`src/rtl/slave_ready_valid_hs.sv`:
```
// Ready/valid sink: FIFO with backpressure, drained at a fixed programmable pace.
// Optional stats ports (xfer_cnt, checksum) enabled by defining SLAVE_RV_STATS_EN.
module slave_ready_valid_hs #(
  parameter int DATA_W    = 8,
  parameter int DEPTH     = 4,
  parameter int DRAIN_DIV = 4,
  localparam int AW = $clog2(DEPTH),
  localparam int LW = AW + 1
) (
  input  logic              aclk,
  input  logic              rstn,
  input  logic              m_valid,
  input  logic [DATA_W-1:0] m_data,
  output logic              s_ready,
  output logic [DATA_W-1:0] out_data,
  output logic              out_valid,
  output logic [LW-1:0]     fill_level
`ifdef SLAVE_RV_STATS_EN
  ,
  output logic [15:0]       xfer_cnt,
  output logic [DATA_W-1:0] checksum
`endif
);

  localparam int PW = (DRAIN_DIV > 1) ? $clog2(DRAIN_DIV) : 1;

  typedef enum logic [1:0] {
    EMPTY,
    PARTIAL,
    FULL
  } state_t;

  state_t            state;
  state_t            state_nxt;
  logic [DATA_W-1:0] mem [DEPTH];
  logic [AW-1:0]     wr_ptr;
  logic [AW-1:0]     rd_ptr;
  logic [PW-1:0]     pace;
  logic [LW-1:0]     level_nxt;
  logic              terminal;
  logic              push;
  logic              pop;

  assign terminal = (pace == PW'(DRAIN_DIV - 1));
  assign push     = m_valid && s_ready;
  assign pop      = terminal && (fill_level != '0);

  always_comb begin
    level_nxt = fill_level + LW'(push) - LW'(pop);
    state_nxt = state;
    unique case (state)
      EMPTY: begin
        if (push && !pop) state_nxt = PARTIAL;
      end
      PARTIAL: begin
        if (level_nxt == LW'(DEPTH)) state_nxt = FULL;
        else if (level_nxt == '0) state_nxt = EMPTY;
      end
      FULL: begin
        if (pop) state_nxt = PARTIAL;
      end
      default: state_nxt = EMPTY;
    endcase
  end

  // Storage carries no reset; pointers alone define which entries are live.
  always_ff @(posedge aclk) begin
    if (push) mem[wr_ptr] <= m_data;
  end

  always_ff @(posedge aclk) begin
    if (!rstn) begin
      state      <= EMPTY;
      s_ready    <= 1'b0;
      out_valid  <= 1'b0;
      out_data   <= '0;
      fill_level <= '0;
      wr_ptr     <= '0;
      rd_ptr     <= '0;
      pace       <= '0;
    end else begin
      state      <= state_nxt;
      s_ready    <= (state_nxt != FULL);
      fill_level <= level_nxt;
      pace       <= terminal ? '0 : pace + PW'(1);
      out_valid  <= pop;
      if (push) wr_ptr <= wr_ptr + AW'(1);
      if (pop) begin
        out_data <= mem[rd_ptr];
        rd_ptr   <= rd_ptr + AW'(1);
      end
    end
  end

`ifdef SLAVE_RV_STATS_EN
  always_ff @(posedge aclk) begin
    if (!rstn) begin
      xfer_cnt <= '0;
      checksum <= '0;
    end else if (push) begin
      xfer_cnt <= xfer_cnt + 16'd1;
      checksum <= checksum + m_data;
    end
  end
`endif

endmodule

```
`config.mk`:
```
export PLATFORM = sky130hd
export DESIGN_NAME = slave_ready_valid_hs
export DESIGN_NICKNAME = d
export VERILOG_FILES = /design/src/rtl/slave_ready_valid_hs.sv
export SDC_FILE = /design/constraint.sdc
export NUM_CORES = 1
export LEC_CHECK = 0
export ABC_AREA = 1
export CAP_MARGIN = 20
export CORE_ASPECT_RATIO = 1.25
export CORE_UTILIZATION = 45
export CTS_BUF_LIST = sky130_fd_sc_hd__clkbuf_4 sky130_fd_sc_hd__clkbuf_8
export DETAILED_ROUTE_END_ITERATION = 6
export GPL_TIMING_DRIVEN = 1
export HOLD_SLACK_MARGIN = 0.02
export PLACE_DENSITY = 0.66
export SETUP_SLACK_MARGIN = 0.3
export SKIP_CTS_REPAIR_TIMING = 1
export SLEW_MARGIN = 20
export SYNTH_ARGS = -nofsm -noshare
export SYNTH_HDL_FRONTEND = slang
export SYNTH_SLANG_ARGS = --single-unit
```
`constraint.sdc`:
```
create_clock -name aclk -period 2.7 [get_ports aclk]
set_clock_uncertainty 0.2 [all_clocks]
set_input_delay 0.27 -clock aclk [delete_from_list [all_inputs] [get_ports aclk]]
set_output_delay 0.27 -clock aclk [all_outputs]
set_load 0.01 [all_outputs]
```
==> results of run 1 <==
[cells by family after synthesis]
logic type | count (synthesis) | synth area share (%)
buffers and inverters | 33 | 7.68
xor gates and xnor gates | 1 | 0.393
adders and majority gates | 9 | 5.38
and+or+nand+nor | 103 | 17.9
DFF | 53 | 61.9
AOI/OAI and AO/OA | 25 | 6.67
[cell type report]
type	count	share of cell area [%]
multi-input cells	138	27.0
well taps	60	2.77
inverters	27	3.84
flip-flops and latches	53	51.4
clock buffers	6	2.82
repair buffers	35	11.8
clock inverters	2	0.370
[routing by layer]
metal | up-vias | part of all wire, % | track usage [%]
met5 | - | 0 | 0
met4 | 0 | 2.0 | 8.67
met3 | 5 | 2.9 | 4.26
met2 | 27 | 51 | 28.6
met1 | 684 | 44 | 18.2
li1 | 785 | - | -
[registers in the layout, summed over array words and instances (netlist names)]
name,count
pace,2
fill_level,3
wr_ptr,2
mem,32
out_valid,1
rd_ptr,2
out_data,8
state,2
s_ready,1
[critical path: cells and delay by family (launching register included)]
family / cells / cell delay, ns
adders and majority gates: 3 / 0.88
buffers and inverters: 3 / 0.14
and+or+nand+nor: 8 / 0.67
DFF: 1 / 0.35
[final timing paths]
kind	start	endpoint	depth (start not counted)
setup / recovery	fill_level[0]	s_ready	14
hold / removal	pace[0]	pace[0]	1
setup reg to reg	fill_level[0]	s_ready	14
hold reg to reg	pace[0]	pace[0]	1
[where the power goes]
part | internal (uW) | switching (uW)
sequential | 895 | 23.2
clock | 189 | 242
combinational | 93.0 | 96.6
total | 1180 | 362
[cell usage in the layout, fill, tap and decap left out, types with 2 or more instances in the layout]
master,count
o21bai_1,8
inv_2,3
edfxtp_1,32
o21ai_0,8
inv_1,23
o21ai_1,3
a21oi_1,5
dfxtp_2,4
ha_4,3
clkdlybuf4s50_1,23
ha_1,5
nor2_1,56
clkbuf_8,5
dfxtp_1,16
nand3_2,2
nor2_2,3
buf_4,12
nand2_1,38
[per-stage QoR]
| step | utilization (%) | cell area, um2 | total power [uW] | std cells |
|---|---|---|---|---|
| floorplan | - | 2230 | 1030 | 224 |
| CTS | 54.8 | 2610 | 1530 | 317 |
| global placement | 53.0 | 2530 | 1100 | 309 |
| finish | 56.8 | 2710 | 1540 | 321 |
| detailed placement | 53.0 | 2530 | 1100 | 309 |
| global route | 56.8 | 2710 | 1620 | 321 |
==> out/summary.txt, run 1 <==
Port-buffer cells = 23
RePlAce Congestion = 0.839
max-cap violation count = 0
Setup-failing EPs final = 0
core area = 0.00476 mm2
status = complete, no violations
Antenna Cells = 0
syn_nets = 244
H-tree level count = 2
clk root buf = clkbuf_8
HP Class = flop to flop
# IOs = 24
hpwl dp = 2590 um
sequential area share after synthesis = 61.9%
Async SR Flop Fraction = 0%
Synth top area share = 43.1%
maximum vdd drop = 0.319 mV
CTS tree = yes
# fillers = 459
share of cells above drive strength 1 = 14.6%
Post-Place Worst Slack = 0.152 ns
post-route ant nets = 0
crit start category = flop
Cell Pwr Density = 569 mW/mm2
NumNets Final = 280
mapped cell area = 0.00223 mm2
Num CTS Buffers = 5
register bit count reported by yosys = 53
synth top area cells = edfxtp_1 (43%), dfxtp_1 (19%), nor2_1 (9.8%)
Area Overhead vs Synth = 21.3%
min cycle time layout = 2.35 ns
final wirelength = 3770 um
Die Span Y = 80.7 um
Yosys top cell by area = edfxtp_1
largest net degree at the start of global routing = 17
drt pass-1 iters = 4
hold_ws = 0.240 ns
post-synthesis cell type count = 24
Multi-input gate area = 731 um2
grt ovf = 0
Max stage delay on crit path = 0.56 ns
Slew Viols, Final = 0
Setup crit end kind = flop
top-count cell post-synth = nor2_1
WP data required = 2.69 ns
Remaining DRCs = 0
clk sink count = 53
Setup Crit Path Kind = flop to flop
Max FO, Critical Path = 3
ys flop type = edfxtp_1
CP Cell Sequence = nor2_2 > nand2_1 > nand2_2 > inv_2 > ha_4 > inv_4 > ha_4 > inv_2 > fa_1 > nand3_2 > nor2_2 > nand3_2 > nand2_1 > nor2_1
vias in the first global route = 1430
Post-synth top cells = nor2_1 (58), nand2_1 (38), edfxtp_1 (32), inv_1 (25), dfxtp_1 (21)
fmax = 426 MHz
flop2flop setup slack = 0.35 ns
Starting Density = 46.8%
Die ar. = 0.00524 mm2
Clock Latency Late Sink = 0.30 ns
routed len/inst = 11.7 um
unrepaired setup endpoints after global routing = yes
drt initial violations = 82
setup ws final = 0.351 ns
Slew @ Worst Pin = 0.479 ns
total track usage = 16.4%
Yosys Warn Count = 0
Post-synth EDFFs = 32
worst path arrival time = 2.34 ns
Rows = 28
Post-Syn Area per Cell = 9.96 um2
clock slew at reported path FFs = 0.09 ns
initial antenna violation count = 0
Vias = 1501
synthesized instance count = 224
fin crit share = 87.0%
Final Hold Vio Count = 0
max_slew headroom = 68.0%
Die Wd = 65.0 um
first-pass GRT wire length = 6240 um
leakage = 0.00111 uW
CP max stage cell = fa_1
via/cell ratio = 4.68
clk buf depth = 2
setup TNS = 0 ns
register area = 0.00139 mm2
(Power assumes the default switching activity.)
==> inputs of run 2 (changes only) <==
--- a/config.mk
+++ b/config.mk
@@ -16,7 +16,7 @@
 export PLACE_DENSITY = 0.66
 export SETUP_SLACK_MARGIN = 0.3
 export SKIP_CTS_REPAIR_TIMING = 1
-export SLEW_MARGIN = 20
+export SLEW_MARGIN = 10
 export SYNTH_ARGS = -nofsm -noshare
 export SYNTH_HDL_FRONTEND = slang
 export SYNTH_SLANG_ARGS = --single-unit
==> results of run 2 <==
Same layout as run 1: the final DEF is identical, and so are final timing and power.
